File: src/rtl/alu_share_arb.sv
// alu_share_arb
//
// Shares one combinational ALU between two requesters (for example the
// integer pipeline and the load/store address generator). A round-robin
// arbiter grants at most one request per cycle. The winner's operation is
// driven onto the shared ALU ports. The ALU result is captured into a
// one-entry response register owned by that requester, which gives exactly
// one cycle of latency.
//
// Parameters
//   TAG_W    width of the opaque tag carried from request to response
//   RR_INIT  reset value of the last-grant pointer (1 => req0 wins first tie)
//
// Ports (x = 0,1)
//   clk_i, rst_ni           clock (rising edge), asynchronous active-low reset
//   reqx_valid_i/ready_o    request handshake; ready_o is the grant
//   reqx_op1_i/op2_i        operands
//   reqx_alu_op_i           ALU function select
//   reqx_shamt_i/shdir_i    shift amount / arithmetic-right select
//   reqx_sbtr_i             subtract select
//   reqx_tag_i              tag returned with the result
//   rspx_valid_o/ready_i    response handshake
//   rspx_data_o/tag_o       captured ALU result and originating tag
//   alu_*_o                 drive of the shared ALU (all zero when idle)
//   alu_res_i               shared ALU result, same cycle

module alu_share_arb #(
    parameter int TAG_W   = 2,
    parameter bit RR_INIT = 1'b1
) (
    input  logic             clk_i,
    input  logic             rst_ni,

    input  logic             req0_valid_i,
    output logic             req0_ready_o,
    input  logic [31:0]      req0_op1_i,
    input  logic [31:0]      req0_op2_i,
    input  logic [2:0]       req0_alu_op_i,
    input  logic [4:0]       req0_shamt_i,
    input  logic             req0_shdir_i,
    input  logic             req0_sbtr_i,
    input  logic [TAG_W-1:0] req0_tag_i,

    input  logic             req1_valid_i,
    output logic             req1_ready_o,
    input  logic [31:0]      req1_op1_i,
    input  logic [31:0]      req1_op2_i,
    input  logic [2:0]       req1_alu_op_i,
    input  logic [4:0]       req1_shamt_i,
    input  logic             req1_shdir_i,
    input  logic             req1_sbtr_i,
    input  logic [TAG_W-1:0] req1_tag_i,

    output logic             rsp0_valid_o,
    input  logic             rsp0_ready_i,
    output logic [31:0]      rsp0_data_o,
    output logic [TAG_W-1:0] rsp0_tag_o,

    output logic             rsp1_valid_o,
    input  logic             rsp1_ready_i,
    output logic [31:0]      rsp1_data_o,
    output logic [TAG_W-1:0] rsp1_tag_o,

    output logic [31:0]      alu_op1_o,
    output logic [31:0]      alu_op2_o,
    output logic [2:0]       alu_op_o,
    output logic [4:0]       alu_shamt_o,
    output logic             alu_shdir_o,
    output logic             alu_sbtr_o,
    input  logic [31:0]      alu_res_i
);

    logic elig0;
    logic elig1;
    logic grant0;
    logic grant1;
    logic last_grant;   // 0: req0 granted most recently, 1: req1

    // A response slot that drains this cycle counts as free, so a requester
    // with its consumer ready can issue back to back. Grants are suppressed
    // while reset is asserted so no handshake completes in reset.
    always_comb begin
        elig0  = req0_valid_i & (~rsp0_valid_o | rsp0_ready_i);
        elig1  = req1_valid_i & (~rsp1_valid_o | rsp1_ready_i);
        grant0 = rst_ni & elig0 & (~elig1 | last_grant);
        grant1 = rst_ni & elig1 & (~elig0 | ~last_grant);
    end

    assign req0_ready_o = grant0;
    assign req1_ready_o = grant1;

    // Idle cycles present an ADD of zeros to keep the shared ALU quiet.
    always_comb begin
        alu_op1_o   = '0;
        alu_op2_o   = '0;
        alu_op_o    = '0;
        alu_shamt_o = '0;
        alu_shdir_o = 1'b0;
        alu_sbtr_o  = 1'b0;
        if (grant0) begin
            alu_op1_o   = req0_op1_i;
            alu_op2_o   = req0_op2_i;
            alu_op_o    = req0_alu_op_i;
            alu_shamt_o = req0_shamt_i;
            alu_shdir_o = req0_shdir_i;
            alu_sbtr_o  = req0_sbtr_i;
        end else if (grant1) begin
            alu_op1_o   = req1_op1_i;
            alu_op2_o   = req1_op2_i;
            alu_op_o    = req1_alu_op_i;
            alu_shamt_o = req1_shamt_i;
            alu_shdir_o = req1_shdir_i;
            alu_sbtr_o  = req1_sbtr_i;
        end
    end

    // Pointer moves only on a grant; idle cycles keep the fairness order.
    always_ff @(posedge clk_i or negedge rst_ni) begin
        if (!rst_ni) begin
            last_grant <= RR_INIT;
        end else if (grant0) begin
            last_grant <= 1'b0;
        end else if (grant1) begin
            last_grant <= 1'b1;
        end
    end

    // Response registers. A refill takes priority over a drain, so a slot
    // that is consumed and refilled in the same cycle stays valid.
    always_ff @(posedge clk_i or negedge rst_ni) begin
        if (!rst_ni) begin
            rsp0_valid_o <= 1'b0;
            rsp0_data_o  <= '0;
            rsp0_tag_o   <= '0;
        end else if (grant0) begin
            rsp0_valid_o <= 1'b1;
            rsp0_data_o  <= alu_res_i;
            rsp0_tag_o   <= req0_tag_i;
        end else if (rsp0_ready_i) begin
            rsp0_valid_o <= 1'b0;
        end
    end

    always_ff @(posedge clk_i or negedge rst_ni) begin
        if (!rst_ni) begin
            rsp1_valid_o <= 1'b0;
            rsp1_data_o  <= '0;
            rsp1_tag_o   <= '0;
        end else if (grant1) begin
            rsp1_valid_o <= 1'b1;
            rsp1_data_o  <= alu_res_i;
            rsp1_tag_o   <= req1_tag_i;
        end else if (rsp1_ready_i) begin
            rsp1_valid_o <= 1'b0;
        end
    end

endmodule

File: config.mk
export PLATFORM = sky130hd
export DESIGN_NAME = alu_share_arb
export DESIGN_NICKNAME = d
export VERILOG_FILES = /design/src/rtl/alu_share_arb.sv
export SDC_FILE = /design/constraint.sdc
export NUM_CORES = 1
export LEC_CHECK = 0
export ABC_AREA = 1
export CORE_AREA = 2 2 131 133
export CTS_BUF_LIST = sky130_fd_sc_hd__clkbuf_8
export CTS_CLUSTER_DIAMETER = 120
export CTS_CLUSTER_SIZE = 40
export DETAILED_ROUTE_END_ITERATION = 16
export DIE_AREA = 0 0 133 135
export RECOVER_POWER = 100
export SYNTH_ARGS = -nofsm -noshare
export SYNTH_HDL_FRONTEND = slang
export SYNTH_SLANG_ARGS = --single-unit
File: constraint.sdc
create_clock -name clk_i -period 2.12 [get_ports clk_i]
set_clock_uncertainty 0.1 [all_clocks]
set_input_delay 0.424 -clock clk_i [delete_from_list [all_inputs] [get_ports clk_i]]
set_output_delay 0.424 -clock clk_i [all_outputs]
set_load 0.05 [all_outputs]
Word-level counts from Yosys, hierarchy flattened

Index checks and enable logic that the tools add are counted.

Memory bits (read-only): 0
Input bits: 190
Logic and storage cells: 43
Memories: 0
Memory bits (writable): 0
Output and inout port bits: 146
Latch bits: 0
Flip-flop bits (word level): 71

$add $sub $neg: 0
Multiply operators: 0
Shift-type cells: 0
Muxes and demuxes: 18
Order comparisons: 0
Bitwise logic cells: 15
Divide/modulo/power cells: 0
Equal/unequal tests: 0
Reductions and logical operators: 3

Operator list:

| kind               | number |
|---|---|
| $mux W32           | 4 |
| $mux W1            | 10 |
| $mux W5            | 2 |
| $and A1 B1 Y1      | 6 |
| $mux W3            | 2 |
| $reduce_bool A2 Y1 | 3 |
| $not A1 Y1         | 5 |
| $or A1 B1 Y1       | 4 |

Depth between registers and ports, before layout

Word-level depth: 8
Gate-level depth with buffers: 9
Gate-level depth less buffers: 7

Least setup slack after synthesis

OpenSTA, ideal clock, no wires.

Path type: register to output
From: register rsp1_valid_o
To: output port alu_op2_o[21]
Data arrival time: 1.691 ns
Buffers on the path: 3
Required time: 1.596 ns
Cell stages (with the launch flop): 8
Slack: -0.095 ns
Path through: dfrtp_1 > nand2_1 > nand3_1 > buf_4 > buf_6 > buf_6 > nand3_1 > nand2_1

Cells in the longest elaborated chain, start to end: 7
Elaborated cells between the ends (all ways): 10
Classes of those cells: mux: 2; bitwise: 8

Ends and longest elaborated chain:

| item                                          | line    | source |
|---|---|---|
| start, declared                               | 59      | `output logic rsp1_valid_o,` |
| start signal, assigned                        | 146     | `rsp1_valid_o <= 1'b0;` |
| start signal, assigned                        | 150     | `rsp1_valid_o <= 1'b1;` |
| start signal, assigned                        | 154     | `rsp1_valid_o <= 1'b0;` |
| $not A1 Y1 (*)                                | 84      | `elig1 = req1_valid_i & (~rsp1_valid_o \| rsp1_ready_i);` |
| $or A1 B1 Y1 (*)                              | 84      |  |
| $and A1 B1 Y1 (*)                             | 84      |  |
| $and A1 B1 Y1 or $not A1 Y1 (tied branches)   | 86, 85  |  |
| $and A1 B1 Y1 or $or A1 B1 Y1 (tied branches) | 86, 85  |  |
| $mux W32 or $and A1 B1 Y1 (tied branches)     | 107, 85 |  |
| $mux W32 (*)                                  | 100     | `if (grant0) begin` |
| end, declared                                 | 65      | `output logic [31:0] alu_op2_o,` |

Every way passes the cells marked *; elsewhere a longest branch is shown, timed or not.

Worst setup path after layout

From: register rsp0_valid_o
To: output port alu_op1_o[19]

Cells in the longest elaborated chain, start to end: 8
Elaborated cells between the ends (all ways): 10
Classes of those cells: mux: 2; bitwise: 8

Ends and longest elaborated chain:

| item                   | line | source |
|---|---|---|
| start, declared        | 54   | `output logic rsp0_valid_o,` |
| start signal, assigned | 132  | `rsp0_valid_o <= 1'b0;` |
| start signal, assigned | 136  | `rsp0_valid_o <= 1'b1;` |
| start signal, assigned | 140  | `rsp0_valid_o <= 1'b0;` |
| $not A1 Y1 (*)         | 83   | `elig0 = req0_valid_i & (~rsp0_valid_o \| rsp0_ready_i);` |
| $or A1 B1 Y1 (*)       | 83   |  |
| $and A1 B1 Y1 (*)      | 83   |  |
| $not A1 Y1             | 86   | `grant1 = rst_ni & elig1 & (~elig0 \| ~last_grant);` |
| $or A1 B1 Y1           | 86   |  |
| $and A1 B1 Y1          | 86   |  |
| $mux W32               | 107  | `end else if (grant1) begin` |
| $mux W32 (*)           | 100  |  |
| end, declared          | 64   | `output logic [31:0] alu_op1_o,` |

Marked as above.

==> qor.yml <==
status: "finished, violations left"
violations: "capacitance limit, slew limit, setup timing"
viasPerCell: 4.82
slowest_delay_ns: 0.40
yosys.area.top_type_share_pct: 42.6
cap_viol_max_count: 1
cts_made_buffers: 9
hold_class: "reg2reg"
cp_top_family: "buffers and inverters"
start_kind: "register"
arrival_ns: 1.80
dr.pass1.iters: 5
instances_no_fill: 1208
ys_ff_latch: 71
max-vdd-ir-drop_uv: 437
dp.cells: 1116
synth_cells: 569
placeableCoreArea_sq_um: 16400
crit_slowest_cell: "dfrtp_1"
cts.sink_count: 71
cp.required_ns: 1.60
synth-seq-area-share_pct: 43.2
hold_viol: 0
power_density_nw_per_um2: 711
numPortBuffers: 335
clock-root-buffer: "clkbuf_8"
tightestPinTransition_ns: 1.61
power.share.switching_pct: 45.2
ant_nets: 0
rsz0062_at_grt: "yes"
critical_path_class: "reg2out"
vias: 5817
static-leakage-power_nw: 4.96
fin_util_pct: 67.7
syn_avg_cell_area_sq_um: 7.23
clockBufferDepth: 2
synth_area_leaders: "dfrtp_1, nand3_1, nand2_1"
grt_overflow: 0
wl_um: 23800
fillers: 1253
min_period_over_period_pct: 110
crit_fanout: 7
setup_tns_ns: -12.96
yosysUniqueCellTypes: 13
cts_tree: "built"
setup_viol: 76
preCtsSetupSlack_ns: -0.321
die_y_um: 135
combPwrFrac_pct: 62.4
slew_headroom_pct: -7.33
syn-num-nets: 759
grt_antenna_before_repair: 1
fmax_mhz: 430
hold_slack_ns: 0.372
grt_max_degree: 72
htreeDepth: 3
globalRouteTotalUtil_pct: 24.3
syn_area_sq_um: 4110
grt_pass1_wl_um: 33700
post-route-drc-count: 0
holdBufCountCts: 0
critical_path_buf_inv_count: 5
yosys_warnings: 0
dp.final_hpwl_um: 15200
p_int_mw: 4.33
drt_iter0_markers: 286
num_rows: 47
finalWorstSetupSlack_ns: -0.205
pwr-share-seq_pct: 23.2
power.share.clock_pct: 14.4
p_switching_mw: 3.57
detail_route.wl_per_cell_um: 19.7
grt_pass1_vias: 5809
synth_area_leader_cell: "dfrtp_1"
crit_chain: "nand2_2 -> buf_6 -> buf_6 -> nand3_4 -> buf_12 -> buf_16 -> nand3_2 -> nand2_2 -> buf_12"
clkSlewWorstSetupHoldPaths_ns: 0.08
fp.dieArea_sq_um: 18000
clock_latency_ns: 0.36
area_delta_synth_final_pct: 170
drv_slew: 72
final_common_cell: "clkdlybuf4s50_1"
period_needed_ns: 2.33
ios: 336
final_nets: 1172
drive_gt1_share_pct: 43.2
layout_common_cells: "clkdlybuf4s50_1, nand2_1, buf_12, nand3_1, nand3_2"
floorplan.initialDensity_pct: 25.1
die-width_um: 133
end_kind: "output pin"
place_congestion: 0.796
## routing by layer
layer / wire length [um] / share of wire (%) / global-route usage, % / vias up
met2: 12500 / 52 / 41.9 / 247
met5: 0 / 0 / 0 / -
met4: 343 / 1.4 / 5.79 / 0
met1: 9590 / 40 / 31.2 / 2817
met3: 1450 / 6.1 / 5.18 / 25
li1: - / - / - / 2728
## power by group through the flow
stage	combinational (mW)	clock, mW	sequential, mW
2_1_floorplan	1.15	0	2.93
3_3_place_gp	4.17	0	1.85
3_5_place_dp	4.17	0	1.86
4_1_cts	4.72	1.16	1.83
5_1_grt	5.13	1.23	1.87
6_report	4.93	1.14	1.84
## final cells by class
class                      count  area [sq um]  area share (%)
sequential                    71          1780            16.0
multi-input combinational    440          3020            27.2
clock inverter                 6          67.6           0.608
inverter                       6          25.0           0.225
antenna                        1          2.50          0.0225
tap                          220           275            2.48
clock buffer                  10           138            1.24
timing repair buffer         454          5800            52.2
## worst min-delay path, stage by stage (launching register included)
cell     delay (ns)
dfrtp_1        0.34
nand2_1        0.05
nand2_1        0.05
## what timing repair did
action / CTS / global route
setup endpoints to repair: 76 / 80
buffers inserted: 42 / 15
gates resized for setup: 91 / 121
gates cloned: 18 / 9
pin swaps: 36 / 67
## registers in the layout, indices dropped and copies added, names as in the netlist
signal	cells
rsp1_tag_o	2
rsp1_data_o	32
rsp0_data_o	32
last_grant	1
rsp0_tag_o	2
rsp0_valid_o	1
rsp1_valid_o	1
## metrics by stage
| stage | power, mW | cell area, sq um |
|---|---|---|
| global placement | 6.01 | 8870 |
| global route | 8.23 | 11100 |
| floorplan | 4.08 | 4300 |
| CTS | 7.71 | 10300 |
| detailed placement | 6.03 | 8870 |
| finish | 7.90 | 11100 |
## cell usage after synthesis (all sizes together)
library cell	number
buf	53
nand2	218
nand3	218
o21ai	1
dfrtp	70
dfstp	1
nor2	2
inv	6
## final timing paths
path / startpoint / end / slack, ns / cells past startpoint
setup / recovery: rsp0_valid_o / alu_op1_o[19] / -0.21 / 9
hold / removal: rsp1_data_o[26] / rsp1_data_o[26] / 0.37 / 2
setup reg to reg: rsp1_valid_o / rsp1_data_o[7] / 0.23 / 11
hold reg to reg: rsp1_data_o[26] / rsp1_data_o[26] / 0.37 / 2
max in group asynchronous: rst_ni / rsp1_data_o[3] / 0.45 / 2
min in group asynchronous: rst_ni / rsp0_data_o[20] / 0.52 / 2
## cells by family (layout without fill, tap and decap cells)
family,count (synthesis),in the layout,share of synthesized area [%]
other,0,1,0
buffers and inverters,59,476,9.28
flip-flops,71,71,43.2
AO/OA/AOI/OAI,1,1,0.122
AND/OR/NAND/NOR,438,439,47.4
Note: power is estimated with default switching activity, not from simulation.
